<file path="src/rtl/fold_scheduler_rr_if.sv">
// Request/grant bundle between the partition request generator,
// the fold scheduler and the folded link muxes.
interface fold_scheduler_rr_if #(
    parameter int WIDTH = 8,
    parameter int FOLDS = 2
);
    localparam int SW = $clog2(WIDTH);

    logic                      i_req_valid;
    logic                      o_req_ready;
    logic [WIDTH-1:0]          i_request;
    logic                      i_mode;
    logic                      i_stall;
    logic [FOLDS-1:0][SW-1:0]  o_mux_sel;
    logic [FOLDS-1:0]          o_mux_valid;
    logic                      o_busy;
    logic                      o_adone;
    logic                      o_done;

    // Request source side: drives the vector, sees grants.
    modport master (
        output i_req_valid,
        output i_request,
        output i_mode,
        output i_stall,
        input  o_req_ready,
        input  o_mux_sel,
        input  o_mux_valid,
        input  o_busy,
        input  o_adone,
        input  o_done
    );

    // Scheduler side.
    modport slave (
        input  i_req_valid,
        input  i_request,
        input  i_mode,
        input  i_stall,
        output o_req_ready,
        output o_mux_sel,
        output o_mux_valid,
        output o_busy,
        output o_adone,
        output o_done
    );
endinterface

</file>
<file path="src/rtl/fold_scheduler_rr.sv">
// Folded-link request scheduler: drains a request vector FOLDS
// channels per cycle, MSB-first or round-robin from a persistent pointer.
module fold_scheduler_rr #(
    parameter int WIDTH = 8,
    parameter int FOLDS = 2
) (
    input logic               i_clk,
    input logic               i_rst,
    fold_scheduler_rr_if.slave bus
);
    localparam int SW = $clog2(WIDTH);
    localparam int CW = $clog2(WIDTH + 1);

    localparam logic [0:0] S_IDLE = 1'b0;
    localparam logic [0:0] S_RUN  = 1'b1;

    localparam logic [SW-1:0] TOP = SW'(WIDTH - 1);

    logic [0:0]       state_q, state_d;
    logic [WIDTH-1:0] pend_q, pend_d;
    logic             mode_q, mode_d;
    logic [SW-1:0]    ptr_q, ptr_d;
    logic             done_q, done_d;

    logic [SW-1:0]             start_idx;
    logic [WIDTH-1:0][SW-1:0]  ord_idx;
    logic [WIDTH-1:0]          ord_req;
    logic [WIDTH-1:0][CW-1:0]  ord_rank;
    logic [WIDTH-1:0]          ord_gnt;
    logic [CW-1:0]             rank_acc;
    logic [CW-1:0]             req_total;

    logic [FOLDS-1:0][SW-1:0]  lane_sel;
    logic [FOLDS-1:0]          lane_val;
    logic [WIDTH-1:0]          clr_mask;
    logic [SW-1:0]             last_idx;
    logic [SW-1:0]             ptr_dec;

    logic run;
    logic go;
    logic adone;
    logic ready;
    logic accept;
    logic req_nz;

    assign run    = (state_q == S_RUN);
    assign go     = run & ~bus.i_stall;
    assign adone  = go & (req_total <= CW'(FOLDS));
    assign ready  = ~run | adone;
    assign accept = bus.i_req_valid & ready;
    assign req_nz = |bus.i_request;

    // Search order: position j maps to a channel index, counting down
    // from the start point and wrapping modulo WIDTH.
    always_comb begin
        start_idx = mode_q ? ptr_q : TOP;
        for (int j = 0; j < WIDTH; j++) begin
            if (SW'(j) <= start_idx)
                ord_idx[j] = start_idx - SW'(j);
            else
                ord_idx[j] = start_idx - SW'(j) + SW'(WIDTH);
            ord_req[j] = pend_q[ord_idx[j]];
        end
    end

    // Rank each pending bit by how many pending bits precede it;
    // the first FOLDS of them are granted this cycle.
    always_comb begin
        rank_acc = '0;
        for (int j = 0; j < WIDTH; j++) begin
            ord_rank[j] = rank_acc;
            ord_gnt[j]  = ord_req[j] & (rank_acc < CW'(FOLDS));
            rank_acc    = rank_acc + CW'(ord_req[j]);
        end
        req_total = rank_acc;
    end

    // Lane k carries the grant of rank k, so lanes fill without gaps.
    always_comb begin
        lane_sel = '0;
        lane_val = '0;
        for (int k = 0; k < FOLDS; k++) begin
            for (int j = 0; j < WIDTH; j++) begin
                if (ord_gnt[j] && (ord_rank[j] == CW'(k))) begin
                    lane_sel[k] = ord_idx[j];
                    lane_val[k] = 1'b1;
                end
            end
        end
    end

    // Bits to retire and the last channel granted, in search order.
    always_comb begin
        clr_mask = '0;
        last_idx = '0;
        for (int j = 0; j < WIDTH; j++) begin
            if (ord_gnt[j]) begin
                clr_mask[ord_idx[j]] = 1'b1;
                last_idx             = ord_idx[j];
            end
        end
    end

    // Next start point is one below the last grant, wrapping at WIDTH.
    always_comb begin
        if (last_idx == '0)
            ptr_dec = TOP;
        else
            ptr_dec = last_idx - SW'(1);
    end

    // Next-state: consume grants, then load or retire on the drain cycle.
    always_comb begin
        state_d = state_q;
        pend_d  = pend_q;
        mode_d  = mode_q;
        ptr_d   = ptr_q;
        done_d  = 1'b0;
        if (go) begin
            pend_d = pend_q & ~clr_mask;
            if (mode_q)
                ptr_d = ptr_dec;
        end
        if (adone)
            done_d = 1'b1;
        if (ready) begin
            state_d = S_IDLE;
            if (accept && req_nz) begin
                pend_d  = bus.i_request;
                mode_d  = bus.i_mode;
                state_d = S_RUN;
            end
            if (accept && !req_nz)
                done_d = 1'b1;
        end
    end

    // State registers with synchronous reset.
    always_ff @(posedge i_clk) begin
        if (i_rst) begin
            state_q <= S_IDLE;
            pend_q  <= '0;
            mode_q  <= 1'b0;
            ptr_q   <= TOP;
            done_q  <= 1'b0;
        end else begin
            state_q <= state_d;
            pend_q  <= pend_d;
            mode_q  <= mode_d;
            ptr_q   <= ptr_d;
            done_q  <= done_d;
        end
    end

    assign bus.o_mux_sel   = go ? lane_sel : '0;
    assign bus.o_mux_valid = go ? lane_val : '0;
    assign bus.o_busy      = run;
    assign bus.o_adone     = adone;
    assign bus.o_done      = done_q;
    assign bus.o_req_ready = ready;

endmodule

</file>
<file path="src/flat_wrapper.sv">
// flat-port wrapper written by rule: the top's interface ports become plain ports
module fold_scheduler_rr_flat 
#(
    parameter int WIDTH = 8,
    parameter int FOLDS = 2
)
  (i_clk, i_rst, bus_i_req_valid, bus_i_request, bus_i_mode, bus_i_stall, bus_o_req_ready, bus_o_mux_sel, bus_o_mux_valid, bus_o_busy, bus_o_adone, bus_o_done);
  fold_scheduler_rr_if #(.WIDTH(WIDTH), .FOLDS(FOLDS)) bus_i ();
  input logic i_clk;
  input logic i_rst;
  input wire logic [$bits(bus_i.i_req_valid)-1:0] bus_i_req_valid;
  input wire logic [$bits(bus_i.i_request)-1:0] bus_i_request;
  input wire logic [$bits(bus_i.i_mode)-1:0] bus_i_mode;
  input wire logic [$bits(bus_i.i_stall)-1:0] bus_i_stall;
  output wire logic [$bits(bus_i.o_req_ready)-1:0] bus_o_req_ready;
  output wire logic [$bits(bus_i.o_mux_sel)-1:0] bus_o_mux_sel;
  output wire logic [$bits(bus_i.o_mux_valid)-1:0] bus_o_mux_valid;
  output wire logic [$bits(bus_i.o_busy)-1:0] bus_o_busy;
  output wire logic [$bits(bus_i.o_adone)-1:0] bus_o_adone;
  output wire logic [$bits(bus_i.o_done)-1:0] bus_o_done;
  assign bus_i.i_req_valid = bus_i_req_valid;
  assign bus_i.i_request = bus_i_request;
  assign bus_i.i_mode = bus_i_mode;
  assign bus_i.i_stall = bus_i_stall;
  assign bus_o_req_ready = bus_i.o_req_ready;
  assign bus_o_mux_sel = bus_i.o_mux_sel;
  assign bus_o_mux_valid = bus_i.o_mux_valid;
  assign bus_o_busy = bus_i.o_busy;
  assign bus_o_adone = bus_i.o_adone;
  assign bus_o_done = bus_i.o_done;
  fold_scheduler_rr #(.WIDTH(WIDTH), .FOLDS(FOLDS)) u_core (.i_clk(i_clk), .i_rst(i_rst), .bus(bus_i));
endmodule
</file>
<file path="config.mk">
export PLATFORM = sky130hd
export DESIGN_NAME = fold_scheduler_rr_flat
export DESIGN_NICKNAME = d
export VERILOG_FILES = /design/src/rtl/fold_scheduler_rr_if.sv /design/src/rtl/fold_scheduler_rr.sv /design/src/flat_wrapper.sv
export SDC_FILE = /design/constraint.sdc
export NUM_CORES = 1
export LEC_CHECK = 0
export BUFFER_PORTS_ARGS = -buffer_cell sky130_fd_sc_hd__buf_2
export CORE_MARGIN = 2
export CORE_UTILIZATION = 25
export DETAILED_ROUTE_END_ITERATION = 6
export PLACE_DENSITY = 0.36
export REMOVE_ABC_BUFFERS = 1
export SYNTH_ARGS = -nofsm -noshare
export SYNTH_HDL_FRONTEND = slang
export SYNTH_SLANG_ARGS = --single-unit
</file>
<file path="constraint.sdc">
create_clock -name i_clk -period 11.3 [get_ports i_clk]
set_input_delay 2.26 -clock i_clk [delete_from_list [all_inputs] [get_ports i_clk]]
set_output_delay 2.26 -clock i_clk [all_outputs]
set_load 0.05 [all_outputs]
</file>
======== Word level (Yosys, flattened, before mapping) ========
Cells that the tools add are included.
operators by class
  $add $sub $neg .......................... 15
  $mul .................................... 0
  divide/modulo/power cells ............... 0
  magnitude comparators ................... 24
  equality and inequality tests ........... 6
  shift operators ......................... 0
  multiplexer cells ....................... 88
  bitwise gates (word level) .............. 22
  reductions and logical operators ........ 36
operators by type and width
  operator                                                                             number
  8-bit 2-to-1 mux                                                                     11
  3-bit 2-to-1 mux                                                                     24
  8-bit OR                                                                             7
  1-bit 2-to-1 mux                                                                     35
  3-bit by 4-bit less-than comparator with 1-bit output, second input constant         8
  4-bit zero test                                                                      7
  4-bit by 1-bit adder with 4-bit output                                               6
  1-bit binary-select mux with 3-bit select                                            8
  1-bit demux with 3-bit select                                                        8
  4-bit by 1-bit == test with 1-bit output, second input constant                      6
  3-bit by 1-bit greater-or-equal comparator with 1-bit output, second input constant  8
  1-bit logical AND                                                                    24
  4-bit by 2-bit less-than comparator with 1-bit output, second input constant         6
  3-bit subtractor, second input constant                                              4
  1-bit AND                                                                            10
  8-bit AND                                                                            1
  8-bit inverter                                                                       1
  8-bit OR reduction                                                                   1
  6-bit 2-to-1 mux                                                                     1
  3-bit by 1-bit subtractor with 3-bit output, second input constant                   2
  3-bit by 2-bit subtractor with 3-bit output, second input constant                   2
  4-bit by 2-bit <= comparator with 1-bit output, second input constant                1
  2-bit AND reduction                                                                  2
  3-bit zero test                                                                      1
  other kinds (6)                                                                      7
storage, ports and cells
  bits in registers ....................... 14
  bits in latches ......................... 0
  memory bits (writable) .................. 0
  ROM bits ................................ 0
  input bits .............................. 13
  output and inout port bits .............. 12
  word-level logic and storage cells ...... 196
  memories ................................ 0

======== Logic depth before layout (Yosys ltp) ========
  depth in word-level cells ............... 25
  gate-level depth with buffers ........... 31
  gate-level depth less buffers ........... 25

======== Worst setup path after synthesis ========
No wires, ideal clock.
  path type ............................... reg2out
  from .................................... register u_core.mode_q
  to ...................................... output bus_o_mux_sel[3]
  arrival ................................. 6.859 ns
  required time ........................... 9.040 ns
  path slack .............................. 2.181 ns
  stages on the path, launching flop included .. 23
  path buffers ............................ 4
  cells stage by stage .................... dfxtp_1 > nor2b_1 > inv_1 > buf_2 > clkbuf_1 > clkbuf_1 > ha_1 > buf_1 > clkinv_1 > mux4_2 > fa_1 > inv_1 > ha_1 > ha_1 > ha_1 > or2_2 > a21boi_0 > nor3_1 > a2111oi_0 > o21ai_0 > a21boi_1 > a22oi_1 > a221oi_1
on the way
  word-level cells in the longest chain between the ends .. 15
  elaborated cells on any way between the ends .. 65
  those cells by class .................... add/sub (13); order compare (7); eq/ne (6); mux (25); bitwise (7); reduce/logical (7)
ends and longest elaborated chain
  element                                                                                                          line                                              source
  start: declaration                                                                                               fold_scheduler_rr.sv:21                           logic mode_q, mode_d;
  start signal: assignment                                                                                         fold_scheduler_rr.sv:149                          mode_q <= mode_d;
  3-bit 2-to-1 mux (*)                                                                                             fold_scheduler_rr.sv:56                           start_idx = mode_q ? ptr_q : TOP;
  3-bit by 1-bit subtractor with 3-bit output                                                                      fold_scheduler_rr.sv:59, fold_scheduler_rr.sv:61
  1-bit binary-select mux with 3-bit select                                                                        fold_scheduler_rr.sv:62                           ord_req[j] = pend_q[ord_idx[j]];
  1-bit 2-to-1 mux (implied by the code)                                                                           fold_scheduler_rr.sv:62
  1-bit by 1-bit adder with 2-bit output                                                                           fold_scheduler_rr.sv:73                           rank_acc = rank_acc + CW'(ord_req[j]);
  4-bit by 1-bit adder with 4-bit output or 4-bit by 2-bit less-than comparator with 1-bit output (tied branches)  fold_scheduler_rr.sv:73, fold_scheduler_rr.sv:72
  4-bit by 1-bit adder with 4-bit output, or another cell as far along (4 in a row)                                fold_scheduler_rr.sv:73
  4-bit by 2-bit less-than comparator with 1-bit output, or another cell as far along                              fold_scheduler_rr.sv:72                           ord_gnt[j] = ord_req[j] & (rank_acc < CW'(FOLDS));
  1-bit AND, or another cell as far along                                                                          fold_scheduler_rr.sv:72
  1-bit logical AND or 3-bit 2-to-1 mux (tied branches)                                                            fold_scheduler_rr.sv:84                           if (ord_gnt[j] && (ord_rank[j] == CW'(k))) begin
  3-bit 2-to-1 mux (*)                                                                                             fold_scheduler_rr.sv:84
  6-bit 2-to-1 mux (*)                                                                                             fold_scheduler_rr.sv:155                          assign bus.o_mux_sel = go ? lane_sel : '0;
  end: declaration                                                                                                 flat_wrapper.sv:16                                output wire logic [$bits(bus_i.o_mux_sel)-1:0] bus_o_mux_sel;
Mark *: on every way between the ends. The rest lies on a longest branch, timed or not. The select of a mux whose other input is x is not followed.

======== Worst setup path after layout ========
  from .................................... register u_core.mode_q
  to ...................................... output bus_o_mux_sel[2]
Same word-level chain as after synthesis.

==> impl_metrics.env <==
export IMPL_status="completed"
export IMPL_crit_type="flip-flop to output port"
export IMPL_via_count=3965
export IMPL_p_leak_nw=1.389
export IMPL_cp_slowest_cell="xnor2_1"
export IMPL_core_area_um2=13240
export IMPL_fin_crit_ns=9.796
export IMPL_intPower_w=0.0002007
export IMPL_yosysTopAreaCell="dfxtp_1"
export IMPL_die_w_um=120.4
export IMPL_initial_core_util_pct=25.58
export IMPL_grt_max_degree=30
export IMPL_antenna_found_initial=0
export IMPL_yosysWarnings=0
export IMPL_clock_root_buffer="clkbuf_16"
export IMPL_setup_tns_ns=0
export IMPL_htreeDepth=1
export IMPL_synth_top_area_share_pct=8.275
export IMPL_grt_pass1_wl_mm=22.32
export IMPL_cts_resized=0
export IMPL_synth_edf_count=0
export IMPL_synthFlopType="dfxtp_1"
export IMPL_cts_sinks=14
export IMPL_gr_usage_all_layers_pct=19.63
export IMPL_drt_first_pass_iters=6
export IMPL_critPathMaxStageDelay_ns=0.87
export IMPL_maxCapViolations=0
export IMPL_num_nets_final=519
export IMPL_crit_chain="nor2b_1 -> buf_4 -> inv_1 -> ha_1 -> xnor2_1 -> nor3_1 -> or2_2 -> ha_1 -> ha_1 -> ha_1 -> or2_2 -> a21boi_0 -> nor3_1 -> a2111oi_0 -> o21ai_0 -> a21boi_1 -> buf_4 -> nand2b_1 -> or2_2 -> a21oi_1 -> buf_2"
export IMPL_synthCells=485
export IMPL_grt_remaining_overflow=0
export IMPL_diodes=0
export IMPL_drive_above_1_share_pct=13.04
export IMPL_drc=0
export IMPL_fmax_mhz=102.1
export IMPL_cp_arrival_ns=7.54
export IMPL_slew_limit_headroom_pct=22.52
export IMPL_finalMaxSlewViolations=0
export IMPL_switchingPower_w=0.0002117
export IMPL_post_route_period_util_pct=86.69
export IMPL_grt_pass1_vias=3731
export IMPL_cts_made_buffers=3
export IMPL_peakVddDrop_mv=0.06827
export IMPL_cts_hold_buf=0
export IMPL_tightest_slew_ns=1.152
export IMPL_worstSetupStartpointType="flip-flop"
export IMPL_drt_wl_total_mm=14.37
export IMPL_postCtsSetupRepairBufs=0
export IMPL_rows=42
export IMPL_stdcell_count=659
export IMPL_cp_end_kind="output port"
export IMPL_cts_tree="yes"
export IMPL_post_drt_wl_per_cell_um=21.81
export IMPL_synth_area_um2=3387
export IMPL_syn_area_per_cell_um2=6.984
export IMPL_area_growth_synth_to_final_pct=9.937
export IMPL_skew_ns=0.002417
export IMPL_ys_ff_latch=14
export IMPL_p_per_area_nw_per_um2=110.7
export IMPL_cp_common_cell="ha_1"
export IMPL_synth_async_reset_ratio_pct=0
export IMPL_ys_types=77
export IMPL_ys_seq_area_share_pct=8.275
export IMPL_place_gp_congestion=0.9083
export IMPL_drt_iter0_markers=496
export IMPL_power_frac_comb_pct=68.3
export IMPL_path_max_fanout=24
export IMPL_ant_nets=0
export IMPL_place_inst=656
export IMPL_clock_latency_ns=0.24
export IMPL_die_area_um2=14500
export IMPL_seq_power_share_pct=15.8
export IMPL_clkTransAtPathRegs_ns=0.05
export IMPL_num_io_pins=25
export IMPL_cts_path_max_buffers=2
export IMPL_port_buffers=24
export IMPL_vias_per_cell=6.017
export IMPL_rsz0062_at_grt="no"
export IMPL_sw_frac_of_total_pct=51.33
export IMPL_dp_hpwl_mm=10.69
export IMPL_pwr_share_clk_pct=15.9
export IMPL_setup_viol=0
export IMPL_hold_class="flip-flop to flip-flop"
export IMPL_yosys_top_cells_area="dfxtp_1, ha_1, nand2_1"
export IMPL_finalHoldViolCount=0
export IMPL_crit_required_ns=9.04
export IMPL_die_height_um=120.4
==> cells in the final DEF, fill, tap and decap left out, types with 6 or more instances in the layout <==
cell type and count:
dfxtp_1 14, mux2i_1 13, nand3_1 9, o21ai_0 30, nor3_1 12, nand4_1 11
a211oi_1 10, a21boi_0 6, xnor2_1 7, a21oi_1 31, or3_1 6, a221oi_1 10
nor2b_1 9, nor2_1 38, o211ai_1 11, buf_4 15, ha_1 18, inv_1 21
buf_2 24, and3_1 7, nand2_1 50, a31oi_1 7
==> worst paths after layout <==
kind / startpoint / endpoint / slack (ns) / cells past startpoint
worst max-delay path: u_core.mode_q / bus_o_mux_sel[2] / 1.50 / 21
worst min-delay path: u_core.bus.o_busy / u_core.bus.o_busy / 0.58 / 2
worst min register to register: u_core.bus.o_busy / u_core.bus.o_busy / 0.58 / 2
worst max register to register: u_core.mode_q / u_core.ptr_q[0] / 3.55 / 25
==> power groups by stage <==
stage | Clock [W] | Combinational [W] | Sequential, W
finish | 0.0000654 | 0.000282 | 0.0000652
global route | 0.0000697 | 0.000309 | 0.0000657
CTS | 0.0000676 | 0.000279 | 0.0000647
detailed placement | 0 | 0.000276 | 0.0000657
global placement | 0 | 0.000283 | 0.0000660
floorplan | 0 | 0.000193 | 0.0000644
==> layout make-up <==
cell class | count | area (um2)
Inverter | 22 | 82.58
Fill cell | 1489 | 9519
Timing Repair Buffer | 39 | 232.7
Tap cell | 176 | 220.2
Clock buffer | 3 | 75.07
Multi-Input combinational cell | 405 | 2833
Sequential cell | 14 | 280.3
==> layer usage <==
metal	vias to the layer above	global-route usage, %	part of all wire [%]
met5	-	0	0
met4	0	4.797	2.1
met3	26	1.557	5.9
met2	193	32.20	46
met1	1899	27.82	46
li1	1847	-	-
==> flip-flops by register name (all words and copies together) (netlist names) <==
signal / cells
u_core.pend_q: 8
u_core.bus.o_done: 1
u_core.ptr_q: 3
u_core.mode_q: 1
u_core.bus.o_busy: 1
==> Yosys cell counts, types with 11 or more instances <==
library cell,number
ha_1,18
o211ai_1,11
clkbuf_1,26
nor2_1,38
nor3_1,12
inv_1,21
dfxtp_1,14
a21oi_1,31
o21ai_0,30
nand2_1,50
nand4_1,11
mux2i_1,13
buf_2,11
==> worst max-delay path: cells and delay by family (launching register included) <==
kind	cells	cell delay (ns)
DFF	1	0.78
and+or+nand+nor	7	1.72
AOI/OAI and AO/OA	5	1.35
adders and majority gates	4	1.46
buffers and inverters	4	1.10
xor gates and xnor gates	1	0.87
==> stage by stage <==
stage	hold slack, ns	total power (W)	utilization [%]	instance area [um2]	setup slack (ns)
after floorplan	0.4924	0.0002576	-	3196	0.6788
after global placement	0.5715	0.0003486	27.55	3649	1.922
after detailed placement	0.5619	0.0003421	27.55	3649	1.901
after CTS	0.5736	0.0004109	28.12	3724	1.624
after global routing	0.6074	0.0004442	28.12	3724	1.051
final	0.5820	0.0004124	28.12	3724	1.504
==> cells by family (layout without fill, tap and decap cells) <==
family	Yosys count	in the layout	synth area share, %
simple gates	182	182	28.37
compound gates	170	170	35.65
buf+inv	66	64	8.090
fa+ha+maj	21	21	8.423
mux	21	21	7.499
flops	14	14	8.275
xor+xnor	11	11	3.694
No activity file was read; power rests on OpenSTA's default activity.
